===== src/rtl/feistel_iter_core.sv =====
// feistel_iter_core: iterative Feistel block cipher, one round per clock.
// Key-expanded P/S tables live in registers; encrypt/decrypt chosen per block.
//
// Ports:
//   clock, reset_n        rising-edge clock, async active-low reset
//   key, key_valid/ready  key load handshake (K0 = low half, K1 = high half)
//   in_data, in_decrypt   block and direction, in_valid/in_ready handshake
//   out_data, out_valid   result, out_ready accepts it
//   busy                  high during key expansion or rounds
//   key_clear             only when FEISTEL_KEY_CLEAR_EN is defined:
//                         wipes tables and key (deferred while a block runs)
module feistel_iter_core #(
    parameter int HALF_W = 8,
    parameter int ROUNDS = 8
) (
    input  logic                clock,
    input  logic                reset_n,
    input  logic [2*HALF_W-1:0] key,
    input  logic                key_valid,
    output logic                key_ready,
    input  logic [2*HALF_W-1:0] in_data,
    input  logic                in_decrypt,
    input  logic                in_valid,
    output logic                in_ready,
    output logic [2*HALF_W-1:0] out_data,
    output logic                out_valid,
    input  logic                out_ready,
    output logic                busy
`ifdef FEISTEL_KEY_CLEAR_EN
    ,
    input  logic                key_clear
`endif
);

    localparam int BW  = 2 * HALF_W;
    localparam int NSB = HALF_W / 2;
    localparam int NE  = ROUNDS + 2 * HALF_W;
    localparam int EW  = $clog2(NE);
    localparam int RW  = (ROUNDS > 1) ? $clog2(ROUNDS) : 1;
    localparam logic [31:0] GOLD = 32'h9E3779B9;
    localparam logic [HALF_W-1:0] GOLD_H = GOLD[HALF_W-1:0];

    typedef enum logic [2:0] {
        NOKEY,
        KEYEXP,
        READY,
        RUN,
        DONE
    } state_t;

    state_t state_q;
    state_t state_d;

    // tab[0..ROUNDS-1] = P, tab[ROUNDS + 4*j + v] = S[j][v]
    logic [HALF_W-1:0] tab [NE];

    logic [BW-1:0]     key_q;
    logic [EW-1:0]     exp_cnt;
    logic [HALF_W-1:0] acc_q;
    logic [HALF_W-1:0] cst_q;
    logic [HALF_W-1:0] acc_d;
    logic [HALF_W-1:0] k_sel;

    logic [RW-1:0]     rnd_q;
    logic              dec_q;
    logic [HALF_W-1:0] l_q;
    logic [HALF_W-1:0] r_q;
    logic [HALF_W-1:0] l_d;
    logic [HALF_W-1:0] r_d;
    logic [HALF_W-1:0] f_in;
    logic [HALF_W-1:0] f_out;
    logic [HALF_W-1:0] p_sel;

    logic last_rnd;
    logic exp_last;
    logic key_hs;
    logic blk_hs;
    logic clr_now;

`ifdef FEISTEL_KEY_CLEAR_EN
    logic clr_pend;

    // A clear seen mid-block waits until the result has been taken.
    always_ff @(posedge clock or negedge reset_n) begin
        if (!reset_n) begin
            clr_pend <= 1'b0;
        end else if (clr_now) begin
            clr_pend <= 1'b0;
        end else if (key_clear && state_q == RUN) begin
            clr_pend <= 1'b1;
        end
    end

    assign clr_now = (key_clear && state_q != RUN)
                   || (clr_pend && state_q == DONE && out_ready);
`else
    assign clr_now = 1'b0;
`endif

    assign exp_last = (exp_cnt == EW'(NE - 1));
    assign last_rnd = dec_q ? (rnd_q == '0)
                            : (rnd_q == RW'(ROUNDS - 1));

    assign key_hs = key_valid && !clr_now
                  && (state_q == NOKEY || state_q == READY);
    // A key request in READY takes priority over an offered block.
    assign blk_hs = in_valid && !key_valid && !clr_now
                  && state_q == READY;

    always_ff @(posedge clock or negedge reset_n) begin
        if (!reset_n) begin
            state_q <= NOKEY;
        end else begin
            state_q <= state_d;
        end
    end

    always_comb begin
        state_d   = state_q;
        key_ready = 1'b0;
        in_ready  = 1'b0;
        out_valid = 1'b0;
        busy      = 1'b0;
        unique case (state_q)
            NOKEY: begin
                key_ready = 1'b1;
                if (key_valid) state_d = KEYEXP;
            end
            KEYEXP: begin
                busy = 1'b1;
                if (exp_last) state_d = READY;
            end
            READY: begin
                key_ready = 1'b1;
                in_ready  = 1'b1;
                if (key_valid) begin
                    state_d = KEYEXP;
                end else if (in_valid) begin
                    state_d = RUN;
                end
            end
            RUN: begin
                busy = 1'b1;
                if (last_rnd) state_d = DONE;
            end
            DONE: begin
                out_valid = 1'b1;
                if (out_ready) state_d = READY;
            end
            default: state_d = NOKEY;
        endcase
        if (clr_now) state_d = NOKEY;
    end

    // Entry i mixes the i-th golden-ratio multiple, the alternating key
    // half and the previous entry; the multiple is kept as a running sum.
    always_comb begin
        k_sel = exp_cnt[0] ? key_q[BW-1:HALF_W] : key_q[HALF_W-1:0];
        acc_d = cst_q ^ k_sel ^ acc_q;
    end

    always_ff @(posedge clock or negedge reset_n) begin
        if (!reset_n) begin
            key_q   <= '0;
            exp_cnt <= '0;
            acc_q   <= '0;
            cst_q   <= '0;
        end else if (clr_now) begin
            key_q   <= '0;
        end else if (key_hs) begin
            key_q   <= key;
            exp_cnt <= '0;
            acc_q   <= '0;
            cst_q   <= GOLD_H;
        end else if (state_q == KEYEXP) begin
            exp_cnt <= exp_cnt + EW'(1);
            acc_q   <= acc_d;
            cst_q   <= cst_q + GOLD_H;
        end
    end

    always_ff @(posedge clock or negedge reset_n) begin
        if (!reset_n) begin
            for (int i = 0; i < NE; i++) tab[i] <= '0;
        end else if (clr_now) begin
            for (int i = 0; i < NE; i++) tab[i] <= '0;
        end else if (state_q == KEYEXP) begin
            for (int i = 0; i < NE; i++) begin
                if (exp_cnt == EW'(i)) tab[i] <= acc_d;
            end
        end
    end

    always_comb begin
        p_sel = '0;
        for (int r = 0; r < ROUNDS; r++) begin
            if (rnd_q == RW'(r)) p_sel = tab[r];
        end
    end

    // F: each 2-bit slice of the input selects one entry of its S-box.
    always_comb begin
        f_in  = dec_q ? r_q : l_q;
        f_out = '0;
        for (int j = 0; j < NSB; j++) begin
            for (int v = 0; v < 4; v++) begin
                if (f_in[2*j +: 2] == 2'(v)) begin
                    f_out = f_out ^ tab[ROUNDS + 4*j + v];
                end
            end
        end
    end

    always_comb begin
        if (dec_q) begin
            l_d = r_q;
            r_d = l_q ^ f_out ^ p_sel;
        end else begin
            l_d = r_q ^ f_out ^ p_sel;
            r_d = l_q;
        end
    end

    always_ff @(posedge clock or negedge reset_n) begin
        if (!reset_n) begin
            l_q      <= '0;
            r_q      <= '0;
            rnd_q    <= '0;
            dec_q    <= 1'b0;
            out_data <= '0;
        end else if (blk_hs) begin
            l_q   <= in_data[BW-1:HALF_W];
            r_q   <= in_data[HALF_W-1:0];
            dec_q <= in_decrypt;
            rnd_q <= in_decrypt ? RW'(ROUNDS - 1) : '0;
        end else if (state_q == RUN) begin
            l_q <= l_d;
            r_q <= r_d;
            rnd_q <= dec_q ? rnd_q - RW'(1) : rnd_q + RW'(1);
            if (last_rnd) out_data <= {l_d, r_d};
        end
    end

endmodule


===== config.mk =====
export PLATFORM = sky130hd
export DESIGN_NAME = feistel_iter_core
export DESIGN_NICKNAME = d
export VERILOG_FILES = /design/src/rtl/feistel_iter_core.sv
export SDC_FILE = /design/constraint.sdc
export NUM_CORES = 1
export LEC_CHECK = 0
export CAP_MARGIN = 20
export CELL_PAD_IN_SITES_DETAIL_PLACEMENT = 1
export CELL_PAD_IN_SITES_GLOBAL_PLACEMENT = 2
export CORE_AREA = 2 2 187 189
export CTS_CLUSTER_SIZE = 8
export DETAILED_ROUTE_END_ITERATION = 10
export DIE_AREA = 0 0 189 191
export PLACE_DENSITY = 0.82
export SLEW_MARGIN = 25
export SYNTH_ARGS = -nofsm -noshare
export SYNTH_HDL_FRONTEND = slang
export SYNTH_SLANG_ARGS = --single-unit

===== constraint.sdc =====
create_clock -name clock -period 3.9 [get_ports clock]
set_clock_uncertainty 0.2 [all_clocks]
set_input_delay 0.39 -clock clock [delete_from_list [all_inputs] [get_ports clock]]
set_output_delay 0.39 -clock clock [all_outputs]
set_load 0.05 [all_outputs]

==> run summary, run 1 <==
## Outcome
- complete, no violations — result of the run

## STA
- 1.05 ns — Slew @ Worst Pin
- 0 — setup violation total in the final timing report
- 3.53 ns — clock period minus worst slack
- 0.368 ns — worst setup margin
- 30.0% — Rel. slew slack
- 0 — count of endpoints failing hold in the final timing report
- 0 ns — Setup TNS
- false — unrepaired setup endpoints after global routing
- 90.6% — final worst-path cycle share
- 0.283 GHz — Fmax achieved
- 0 — Final Max Tran Viols

## Worst setup path
- 4.07 ns — Crit path required time
- 1 — Critical path buffers and inverters
- rnd_q[1] — Reg-to-Reg Start
- r_q[3] — Reg-to-Reg End
- sky130_fd_sc_hd__o21ai_0 — most frequent CP cell
- compound AO/OA/AOI/OAI gates — kind of cell adding the most delay to the critical path
- inv_1 -> ha_1 -> nand3b_1 -> a221oi_1 -> a311o_1 -> a221o_1 -> o21ai_0 -> xnor3_1 -> nor2_1 -> xnor2_1 -> o21ai_0 — cell-by-cell trace of the critical path
- sky130_fd_sc_hd__xnor3_1 — library cell contributing the largest single delay on the critical path
- 11 — depth of the worst register-to-register path
- reg -> reg — type of the worst setup path
- 3.71 ns — Arr. time, crit path
- 0.37 ns — worst setup slack for register-to-register paths
- flip-flop — Critical Path Start Type
- flip-flop — capturing element type of the critical path
- 0.54 ns — slowest stage delay, CP
- 17 — CP max FO

## Final layout
- 1947 — number of cells in the finished layout apart from fillers
- 7.51% — proportion of layout cells with a drive suffix above 1
- 17.6% — layout-stage area growth over the synthesis result
- 3886 — fillcell total
- 15400 sq um — post-route standard cell area excluding fillers
- 45.1% — final core area utilization
- 1540 — count of nets after finishing
- 0 — number of antenna cells inserted

## Min path
- in -> reg — Hold/Removal Path Class
- 3 — Hold Path Depth
- key[2] — Min-Delay Startpoint
- key_q[2] — capture endpoint of the worst hold path

## Logic synthesis
- sky130_fd_sc_hd__dfrtp_1 — top_reg_cell synth
- 9.11 sq um — post-synthesis area per instance
- 51.3% — share of synthesized area occupied by flip-flops and latches
- 64 — unique cell type count in the Yosys netlist
- sky130_fd_sc_hd__dfrtp_1 — cell type with the largest total area after synthesis
- 100% — Post-synth ARST share
- 268 — count of state elements after synthesis
- sky130_fd_sc_hd__dfrtp_1 (51%), sky130_fd_sc_hd__nand2_1 (8.8%), sky130_fd_sc_hd__o21ai_0 (7.1%) — cell types occupying the most area after synthesis
- 0 — count of flip-flops with a built-in enable after synthesis
- 1435 — gate count of the mapped netlist
- 1486 — synthesized net count
- 13100 sq um — area of the mapped netlist
- 51.3% — area share of the largest cell type after synthesis
- 0 — number of warning messages in the yosys log

## Pwr
- 6.76 nW — leakage component of the power
- 0.000955 V — Worst IR Drop VDD
- 972 nW/um^2 — pwr/cell area

## Die
- 189 um — horizontal die dimension
- 34100 sq um — standard cell core area
- 191 um — DIE HEIGHT
- 58 — number of top-level pins
- 38.3% — Initial Utilization
- 36100 sq um — Die Outline Area
- 68 — Std-Cell Rows

## Global route
- 0 — antenna violations before repair
- 0 — GRT overflow
- 88 — pin count of the biggest net entering global routing
- 23.1% — global-route total usage across every layer
- 64700 um — global-route wire length before repair
- 11155 — vias in the first global route

## Placed design
- 28400 um — half-perimeter wire length of the detailed placement result
- 0.805 — RePlAce Congestion
- 1902 — DP Cell Count
- 14300 sq um — Post-Place Cell Area
- 57 — number of buffers inserted by port buffering
- 0.391 ns — worst setup slack after placement

## Routing
- 20.8 um — detail-routed net length per standard cell
- 0 — post-route ant nets
- 40500 um — drt total wl
- 5 — number of detailed-route iterations in the first pass
- 5.42 — drt via density
- 610 — first-iteration detailed-routing DRC count
- 10549 — total via count in the routed design
- 0 — count of unresolved DRC violations after routing

## CTS
- sky130_fd_sc_hd__clkbuf_16 — cell at the root of the clock tree
- 0.52 ns — Clk Latency, worst-skew pair
- 268 — Sinks on Clock Net
- built — TritonCTS clock tree
- 2 — # H-tree levels
- 39 — clock buffers created by TritonCTS
- 0 — post_cts resized
- 0.05 ns — clock transition time at the flip-flop clock pins of the worst setup and hold paths
- 3 — number of buffers on the longest clock path

## Run
- 0 — Max-Cap Viols

[cells in the final DEF (no fill, tap or decap), drive strengths merged, types with 6 or more instances in the layout]
master and count:
a221oi 13, ha 13, mux2i 12, inv 33, xnor3 12, and3 12
nand2 308, o22ai 13, nor4 6, clkbuf 41, dfrtp 268, o21ai 191
a21oi 112, nand3 8, a22o 6, a22oi 32, nand2b 11, buf 46
nor2 106, nand3b 8, xnor2 73, nor3 22, xor2 20, nor2b 6
a31oi 6, clkdlybuf4s50 56
[stage by stage]
step	total power, W	hold WS [ns]
after floorplan	0.00899	-0.106
after CTS	0.0151	0.185
after global routing	0.0160	0.198
after detailed placement	0.0120	0.261
final	0.0149	0.197
after global placement	0.0118	0.253
[report_power, final]
part | internal, W | total [W] | switching, W | leakage [nW]
sequential | 0.00374 | 0.00455 | 0.000806 | 3.52
clock | 0.00180 | 0.00299 | 0.00118 | 0.509
combinational | 0.00255 | 0.00741 | 0.00485 | 2.73
total | 0.00810 | 0.0149 | 0.00685 | 6.76
[tightest hold or removal path: stages]
cell and delay, ns:
sky130_fd_sc_hd__clkdlybuf4s50_1 0.39, sky130_fd_sc_hd__nand2_1 0.06, sky130_fd_sc_hd__nand2_1 0.04
[flip-flops by register name, indices dropped and copies added (netlist names)]
| register | flops |
|---|---|
| tab | 192 |
| key_q | 16 |
| out_data | 16 |
| acc_q | 8 |
| cst_q | 8 |
| l_q | 8 |
| r_q | 8 |
| exp_cnt | 5 |
| rnd_q | 3 |
| state_q | 3 |
| dec_q | 1 |
[layout make-up]
| type | count | area, sq um | share of cell area (%) |
|---|---|---|---|
| Clock buffer | 41 | 1000 | 6.53 |
| Clock inverter | 3 | 30.0 | 0.195 |
| Inverter | 33 | 124 | 0.805 |
| Multi-Input combinational cell | 1044 | 5990 | 38.9 |
| Sequential cell | 268 | 6710 | 43.6 |
| Tap cell | 455 | 569 | 3.70 |
| Timing Repair Buffer | 103 | 961 | 6.25 |
[cells by family (layout without fill, tap and decap cells)]
logic type	count (synthesis)	after routing	synth area share, %
fa+ha+maj	13	13	1.24
flops	268	268	51.3
mux	13	13	1.00
buf+inv	123	180	3.87
simple gates	511	511	16.5
xor+xnor	105	105	8.30
compound gates	402	402	17.8
[cells in the mapped netlist (all sizes together), types with 4 or more instances]
cell type and number:
a21oi 112, a221oi 13, a22o 6, a22oi 32, a31oi 6, and2 5
and3 12, buf 20, clkbuf 70, dfrtp 268, ha 13, inv 32
mux2i 12, nand2 308, nand2b 11, nand3 8, nand3b 8, nand4 4
nor2 106, nor2b 6, nor3 22, nor4 6, o21ai 191, o22ai 13
o32ai 4, or2 5, xnor2 73, xnor3 12, xor2 20
[layer usage]
metal  wire, um  share of wire (%)  up-vias  global-route usage, %
li1           -                  -     4976                      -
met1      19100                 47     5369                   31.9
met2      19300                 48      150                   39.0
met3       1450                3.6       54                   2.88
met4        703                1.7        0                   4.90
met5          0                  0        -                      0
[worst max path at each step]
| stage | from | to | slack, ns | depth (start not counted) |
|---|---|---|---|---|
| after global routing | dec_q | r_q[0] | 0.02 | 10 |
| after CTS | rnd_q[1] | r_q[3] | 0.37 | 11 |
| after detailed placement | rnd_q[1] | r_q[3] | 0.39 | 11 |
| after floorplan | rnd_q[2] | out_data[0] | 0.38 | 15 |
| after global placement | rnd_q[1] | r_q[3] | 0.50 | 11 |
| final | rnd_q[1] | r_q[3] | 0.37 | 11 |
[timing repair]
action,CTS,global route
setup buffers,0,0
hold buffers,1,0
endpoints found under the hold margin,83,0
endpoints found under the setup margin,0,0
Note: power is estimated with default switching activity, not from simulation.
==> run 2, diff against run 1 <==
--- a/config.mk
+++ b/config.mk
@@ -7,2 +7,3 @@
 export LEC_CHECK = 0
+export ABC_CLOCK_PERIOD_IN_PS = 3900
 export CAP_MARGIN = 20
@@ -14,2 +15,3 @@
 export DIE_AREA = 0 0 189 191
+export GPL_ROUTABILITY_DRIVEN = 0
 export PLACE_DENSITY = 0.82
==> constraint.sdc (replaced) <==
create_clock -name clock -period 3.9 [get_ports clock]
set_clock_uncertainty 0.2 [all_clocks]
set_input_delay 1.17 -clock clock [delete_from_list [all_inputs] [get_ports clock]]
set_output_delay 1.17 -clock clock [all_outputs]
set_load 0.05 [all_outputs]
==> run summary, run 2 (synthesis results as in run 1) <==
## Global route
- 11064 — vias in the first global route
- 64400 um — global-route wire length before repair
- 23.1% — global-route total usage across every layer
- 0 — antenna violations before repair
- 87 — pin count of the biggest net entering global routing
- 0 — GRT overflow

## Routing
- 5 — number of detailed-route iterations in the first pass
- 20.7 um — detail-routed net length per standard cell
- met4 — Top Metal Used
- 588 — first-iteration detailed-routing DRC count
- 1430 um — Detail Route met3 WL
- 18900 um — met1 WL
- 0 — post-route ant nets
- 40400 um — drt total wl
- 5.36 — drt via density
- 19200 um — routed length on met2
- 10455 — total via count in the routed design
- 0 — count of unresolved DRC violations after routing

## STA
- 3.68 ns — clock period minus worst slack
- 94.3% — final worst-path cycle share
- 0.224 ns — worst setup margin
- 0.269 ns — worst hold margin
- 0 — setup violation total in the final timing report
- 1.03 ns — Slew @ Worst Pin
- 0 — count of endpoints failing hold in the final timing report
- 0.272 GHz — Fmax achieved
- 0 — Final Max Tran Viols
- 0 ns — Setup TNS
- 31.4% — Rel. slew slack
- false — unrepaired setup endpoints after global routing

## Min path
- reg -> reg — Hold/Removal Path Class

## Final layout
- 7.83% — proportion of layout cells with a drive suffix above 1
- 17.9% — layout-stage area growth over the synthesis result
- 0 — number of antenna cells inserted
- 3855 — fillcell total
- tab — most flop-heavy register
- sky130_fd_sc_hd__nand2_1 (308), sky130_fd_sc_hd__dfrtp_1 (267), sky130_fd_sc_hd__o21ai_0 (186) — highest-count cells in the layout ignoring fill and taps
- tab (192), key_q (16), out_data (16) — largest registers
- 192 — Largest register FFs
- sky130_fd_sc_hd__nand2_1 — most frequent standard cell in the layout excluding fill and tap cells
- 45.2% — final core area utilization
- 1543 — count of nets after finishing
- 15400 sq um — post-route standard cell area excluding fillers

## Die
- 189 um — horizontal die dimension
- 191 um — DIE HEIGHT
- 38.3% — Initial Utilization
- 58 — number of top-level pins
- 68 — Std-Cell Rows
- 36100 sq um — Die Outline Area
- 34100 sq um — standard cell core area

## CTS
- 268 — Sinks on Clock Net
- 0 — post_cts resized
- 2 — # H-tree levels
- 0.05 ns — clock transition time at the flip-flop clock pins of the worst setup and hold paths
- 0 — post-CTS setup repair buffer count
- 0.53 ns — Clk Latency, worst-skew pair
- sky130_fd_sc_hd__clkbuf_16 — cell at the root of the clock tree
- 39 — clock buffers created by TritonCTS
- 0 — cts hold-fix bufs
- 3 — number of buffers on the longest clock path
- built — TritonCTS clock tree

## Worst setup path
- 8 — CP max FO
- output pin — capturing element type of the critical path
- flip-flop — Critical Path Start Type
- reg -> out — type of the worst setup path
- 2.31 ns — Arr. time, crit path
- 2.53 ns — Crit path required time

## Placed design
- 14400 sq um — Post-Place Cell Area
- 57 — number of buffers inserted by port buffering
- 28100 um — half-perimeter wire length of the detailed placement result
- 0.304 ns — worst setup slack after placement

## Run
- 0 — Max-Cap Viols

## Pwr
- 974 nW/um^2 — pwr/cell area
- 0.000572 V — Worst IR Drop VDD
- 6.78 nW — leakage component of the power

## Outcome
- complete, no violations — result of the run

[run 2: layer usage]
| layer | vias up | track usage [%] |
|---|---|---|
| li1 | 4977 | - |
| met1 | 5255 | 32.2 |
| met2 | 165 | 38.0 |
| met3 | 58 | 2.99 |
| met4 | 0 | 5.89 |
| met5 | - | 0 |
[run 2: report_power, final]
group | switching [W] | internal [W] | leakage (nW)
clock network | 0.00120 | 0.00180 | 0.509
logic | 0.00485 | 0.00262 | 2.75
registers | 0.000815 | 0.00374 | 3.52
[run 2: metrics by stage]
step                      instances  total power, W
after detailed placement       1905          0.0120
after floorplan                1435         0.00899
after global routing           1950          0.0160
after global placement         1905          0.0118
final                          1950          0.0150
after CTS                      1949          0.0151
[run 2: final timing paths]
check                            from  cells after the start  slack (ns)       end
max                        state_q[2]                      3        0.22  in_ready
min                          key_q[3]                      2        0.27  key_q[3]
max reg2reg                  rnd_q[1]                     11        0.24    r_q[4]
min reg2reg                  key_q[3]                      2        0.27  key_q[3]
max in group asynchronous     reset_n                      2        2.18   tab[58]
min in group asynchronous     reset_n                      1        0.46  tab[165]
[run 2: final cells by class]
type / count / area (sq um) / area share, %
flip-flops and latches: 268 / 6710 / 43.5
well taps: 455 / 569 / 3.69
repair buffers: 106 / 988 / 6.41
clock buffers: 41 / 1000 / 6.51
inverters: 33 / 124 / 0.803
multi-input cells: 1044 / 6000 / 38.9
clock inverters: 3 / 30.0 / 0.195
[run 2: worst max-delay path, cell delays in order (launching register included)]
cell and delay, ns:
sky130_fd_sc_hd__dfrtp_1 0.49, sky130_fd_sc_hd__nor2_1 0.27, sky130_fd_sc_hd__and2_1 0.21, sky130_fd_sc_hd__clkdlybuf4s50_1 0.81
==> run 3, diff against run 2 <==
Settings changed: CORE_AREA 2 2 187 189 to 2 2 184 186, CTS_BUF_LIST from default to sky130_fd_sc_hd__clkbuf_8, DIE_AREA 0 0 189 191 to 0 0 186 188, PLACE_DENSITY 0.82 to 0.84.
==> run summary, run 3 (synthesis results as in run 1) <==
## Outcome
- complete, no violations — result of the run

## Final layout
- 17.8% — layout-stage area growth over the synthesis result
- tab (192), key_q (16), out_data (16) — largest registers
- sky130_fd_sc_hd__nand2_1 (308), sky130_fd_sc_hd__dfrtp_1 (267), sky130_fd_sc_hd__o21ai_0 (186) — highest-count cells in the layout ignoring fill and taps
- 1988 — number of cells in the finished layout apart from fillers
- 3801 — fillcell total
- 1550 — count of nets after finishing
- 46.5% — final core area utilization
- tab — most flop-heavy register
- 9.75% — proportion of layout cells with a drive suffix above 1
- 192 — Largest register FFs
- sky130_fd_sc_hd__nand2_1 — most frequent standard cell in the layout excluding fill and tap cells

## Die
- 33100 sq um — standard cell core area
- 67 — Std-Cell Rows
- 186 um — horizontal die dimension
- 39.5% — Initial Utilization
- 188 um — DIE HEIGHT
- 35000 sq um — Die Outline Area
- 58 — number of top-level pins

## Global route
- 64700 um — global-route wire length before repair
- 11245 — vias in the first global route
- 64 — pin count of the biggest net entering global routing
- 0 — GRT overflow
- 0 — antenna violations before repair
- 24.2% — global-route total usage across every layer

## Worst setup path
- rnd_q[1] — Reg-to-Reg Start
- reg -> out — type of the worst setup path
- out_data[0] — Reg-to-Reg End
- output pin — capturing element type of the critical path
- 2.53 ns — Crit path required time
- 8 — CP max FO
- 0.33 ns — worst setup slack for register-to-register paths
- 13 — depth of the worst register-to-register path
- flip-flop — Critical Path Start Type
- 2.36 ns — Arr. time, crit path

## Pwr
- 31.0% — sequential cell fraction of total power
- 0.00789 W — cell-internal power
- 958 nW/um^2 — pwr/cell area
- 46.6% — proportion of total power due to net switching
- 49.7% — Comb pwr share
- 19.3% — part of the total power dissipated in the clock network
- 0.00688 W — total net switching power
- 6.87 nW — leakage component of the power
- 0.000744 V — Worst IR Drop VDD

## Routing
- 40600 um — drt total wl
- 20.4 um — detail-routed net length per standard cell
- 5.34 — drt via density
- 671 — first-iteration detailed-routing DRC count
- 0 — count of unresolved DRC violations after routing
- 5 — number of detailed-route iterations in the first pass
- 10606 — total via count in the routed design
- 0 — post-route ant nets

## CTS
- built — TritonCTS clock tree
- 0.06 ns — clock transition time at the flip-flop clock pins of the worst setup and hold paths
- 49 — clock buffers created by TritonCTS
- 3 — number of buffers on the longest clock path
- 268 — Sinks on Clock Net
- sky130_fd_sc_hd__clkbuf_8 — cell at the root of the clock tree
- 2 — # H-tree levels
- 0.64 ns — Clk Latency, worst-skew pair
- 0 — cts hold-fix bufs

## STA
- 0.268 GHz — Fmax achieved
- 3.73 ns — clock period minus worst slack
- 0 — Final Max Tran Viols
- 0 ns — Setup TNS
- 0.169 ns — worst setup margin
- 95.7% — final worst-path cycle share
- 1.05 ns — Slew @ Worst Pin
- 30.2% — Rel. slew slack
- false — unrepaired setup endpoints after global routing
- 0 — count of endpoints failing hold in the final timing report
- 0 — setup violation total in the final timing report

## Placed design
- 57 — number of buffers inserted by port buffering
- 0.126 ns — worst setup slack after placement
- 28200 um — half-perimeter wire length of the detailed placement result
- 1896 — DP Cell Count

## Run
- 0 — Max-Cap Viols

## Min path
- in -> async — Hold/Removal Path Class

==> run 3: changes by cell type in the layout (fill, tap and decap cells not counted), sizes merged <==
cell / change
clkinv: +5
inv: +11
clkbuf: +30
buf: -3
clkinvlp: +1
clkdlybuf4s50: -1
dlymetal6s2s: +1
diode: +1
==> run 3: how the worst max path moves through the flow <==
stage | from | to | slack [ns] | cells past startpoint
after floorplan | rnd_q[2] | out_data[0] | 0.38 | 15
after global placement | dec_q | r_q[4] | 0.22 | 10
after detailed placement | dec_q | r_q[4] | 0.13 | 10
after CTS | state_q[2] | in_ready | 0.06 | 3
after global routing | rnd_q[1] | out_data[0] | 0.07 | 13
final | state_q[2] | out_valid | 0.17 | 2
==> run 3: stage by stage <==
stage          power [W]  hold WS [ns]  area (sq um)
3_3_place_gp      0.0117         0.258         14300
3_5_place_dp      0.0119         0.263         14300
2_1_floorplan    0.00899         0.242         13100
4_1_cts           0.0149         0.251         15400
6_report          0.0148         0.265         15400
5_1_grt           0.0157         0.285         15400
==> run 3: critical path, stage by stage, from the launching register on <==
cell and delay (ns):
sky130_fd_sc_hd__dfrtp_1 0.55, sky130_fd_sc_hd__nor3b_1 0.34, sky130_fd_sc_hd__clkdlybuf4s50_1 0.86
==> run 3: cell type report <==
class                      count  area, sq um  share of cell area [%]
timing repair buffer         103          986                    6.40
clock inverter                20         87.6                   0.568
antenna                        1         2.50                  0.0162
sequential                   268         6710                    43.5
tap                          448          561                    3.64
inverter                      33          124                   0.804
clock buffer                  71          977                    6.34
multi-input combinational   1044         5960                    38.7
==> run 3: timing repair <==
| item | in CTS | in global routing |
|---|---|---|
| setup endpoints to repair | 0 | 10 |
| resized for setup | 0 | 2 |
| setup buffers | 0 | 0 |
==> run 3: power groups by stage <==
| stage | Clock, W | Combinational [W] | Sequential, W |
|---|---|---|---|
| floorplan | 0 | 0.00452 | 0.00447 |
| global placement | 0 | 0.00715 | 0.00457 |
| detailed placement | 0 | 0.00734 | 0.00459 |
| CTS | 0.00292 | 0.00738 | 0.00456 |
| global route | 0.00305 | 0.00799 | 0.00469 |
| finish | 0.00285 | 0.00734 | 0.00457 |
==> run 3: routing by layer <==
| layer | GRT usage, % | vias to the layer above | share of wire, % |
|---|---|---|---|
| met5 | 0 | - | 0 |
| met2 | 40.6 | 154 | 49 |
| met1 | 32.3 | 5371 | 46 |
| li1 | - | 5033 | - |
| met4 | 6.94 | 0 | 1.9 |
| met3 | 3.52 | 48 | 3.2 |
==> edit (settings of run 2) <==
The 5 states of `state_t` get a Gray code encoding in 3 bits.
--- a/src/rtl/feistel_iter_core.sv
+++ b/src/rtl/feistel_iter_core.sv
@@ -42,9 +42,9 @@
 
     typedef enum logic [2:0] {
-        NOKEY,
-        KEYEXP,
-        READY,
-        RUN,
-        DONE
+        NOKEY  = 3'b000,
+        KEYEXP = 3'b001,
+        READY  = 3'b011,
+        RUN    = 3'b010,
+        DONE   = 3'b110
     } state_t;
 
Behaviour: no difference found for any inputs over 4 cycles, from zero or initial values and one cycle with reset_n low; so few cycles prove little.
==> edit against run 2 <==
  * Global-route usage fell by 0.25 points
  * Synthesized area fell by 1.5%
  * Non-clock buffer count fell by 5
  * Sequential share of layout area rose by 0.69 points
  * Wire length fell by 0.54%
  * Cell area fell by 1.6%
  * Critical path depth did not move
  * Maximum frequency fell by 0.99%
  * Sequential cell count did not move
  * Utilization fell by 0.71 points
  * Worst setup slack got worse by 0.037 ns
  * Critical path type unchanged
Power is left out: the tool's default activity adds up to more than one toggle a clock period on the data nets, which glitch-free logic cannot reach.
==> edit: results (changes against run 2) <==
worst_setup_path:
  worstReg2RegEnd: "out_data[13]"
  cp_max_fo: 7  # -1
  ff2ff_setup_slack_ns: 0.23
  cp_slowest_cell: "clkdlybuf4s50_1"
  crit_end: "out_valid"
  reg2reg_depth: 10  # -1
  worstSetupStartpoint: "state_q[1]"
  cpPeakStageDelay_ns: 0.82
  regToRegStartpoint: "dec_q"
  worstPathArrival_ns: 2.34  # +0.03 ns
place:
  dp_hpwl_mm: 27.41  # -2.4%
  portBuffers: 57  # unchanged
finish:
  drive_gt1_frac: 0.08234  # +0.004076
  finalNetCount: 1471  # -4.7%
  reg.largest.list: "tab: 192 flops, key_q: 16 flops, out_data: 16 flops"
  diodes: 0  # unchanged
  nFillCells: 3794  # -1.6%
synth:
  yosysUniqueCellTypes: 65  # +1.6%
  seq_area_frac_synth: 0.5207  # +0.007873
  synth_nets: 1417  # -4.6%
  synth_common_cells: "268 x dfrtp_1, 255 x nand2_1, 144 x o21ai_0"
  yosys-top-cells-area: "dfrtp_1 52%, nand2_1 7.4%, o21ai_0 5.6%"
  synthArstFlopShare: 1.000  # unchanged
  yosys_warnings: 0  # unchanged
grt:
  grt_use_met1: 0.3158  # -0.006021
  use_met3: 0.03066  # +0.0007343
  antenna_found_initial: 0  # unchanged
  grt_pass1_vias: 10630  # -3.9%
  track_usage: 0.2281  # -0.002474
  grt_start_max_net_pins: 78  # -10%
  met2_usage: 0.3793  # -0.0007044
  grt_first_pass_wirelength_mm: 63.14  # -2.0%
clocking:
  cts_buffers: 39  # unchanged
  post_cts_buffers: 0  # unchanged
  path_clk_slew_ns: 0.05  # about the same
  cts_max_path_buffers: 3  # unchanged
  h-tree-depth: 2  # unchanged
  clkLatencyLatePin_ns: 0.52
  cts-root-buf: "clkbuf_16"
detailed_routing:
  drt_wl_total_mm: 40.15  # -0.54%
  vias_per_cell: 5.439  # +1.4%
  drtIter0Drc: 600  # +2.0%
  drtPass1Iterations: 5  # unchanged
min_path:
  hold_path.class: "flop to flop"
run:
  drv_cap: 0  # unchanged
sta:
  slew-limit-headroom: 0.3398  # +0.02592
outcome:
  outcome: "completed"
## edit: cells by family after synthesis
family,synth area share
compound gates,0.1841
buf+inv,0.03391
simple gates,0.1545
mux,0.01069
flops,0.5207
fa+ha+maj,0.01263
xor+xnor,0.08345
## edit: how the worst min path moves through the flow
stage | startpoint | to | cells past startpoint
finish | key_q[0] | key_q[0] | 2
detailed placement | key_q[0] | key_q[0] | 2
global route | tab[97] | tab[97] | 2
global placement | tab[54] | tab[54] | 2
CTS | key_q[0] | key_q[0] | 2
floorplan | tab[185] | tab[185] | 2
## edit: final cells by class
cell class              instances  area (sq um)  area share
multi-input cells             987          5806      0.3825
repair buffers                101         955.9     0.06297
flip-flops and latches        268          6706      0.4418
clock inverters                 1         30.03    0.001978
clock buffers                  41          1026     0.06759
inverters                      23         86.33    0.005687
well taps                     455         569.3     0.03750
## edit: routing by layer
metal / vias up / part of all wire
met3: 61 / 0.038
met2: 184 / 0.48
met1: 5195 / 0.46
met4: 0 / 0.021
li1: 4764 / -
met5: - / 0
## edit: stage by stage
step	hold slack, ns	cell area, sq um	std cells	setup slack [ns]
after floorplan	0.2423	12880	1366	0.6531
after global placement	0.2573	14120	1834	0.2692
after detailed placement	0.2645	14120	1834	0.2433
after CTS	0.2807	15180	1876	0.1077
after global routing	0.3054	15180	1876	0.07663
final	0.2743	15180	1876	0.1870
## edit: worst max-delay path, delay by kind of cell (launching register included)
| kind | cells | cell delay [ns] |
|---|---|---|
| buffers and inverters | 1 | 0.82 |
| DFF | 1 | 0.46 |
| and+or+nand+nor | 2 | 0.55 |
## edit: what timing repair did
action                                  CTS  global route
endpoints found under the setup margin    0             1
resized for setup                         0             1
hold endpoints to repair                  0             0
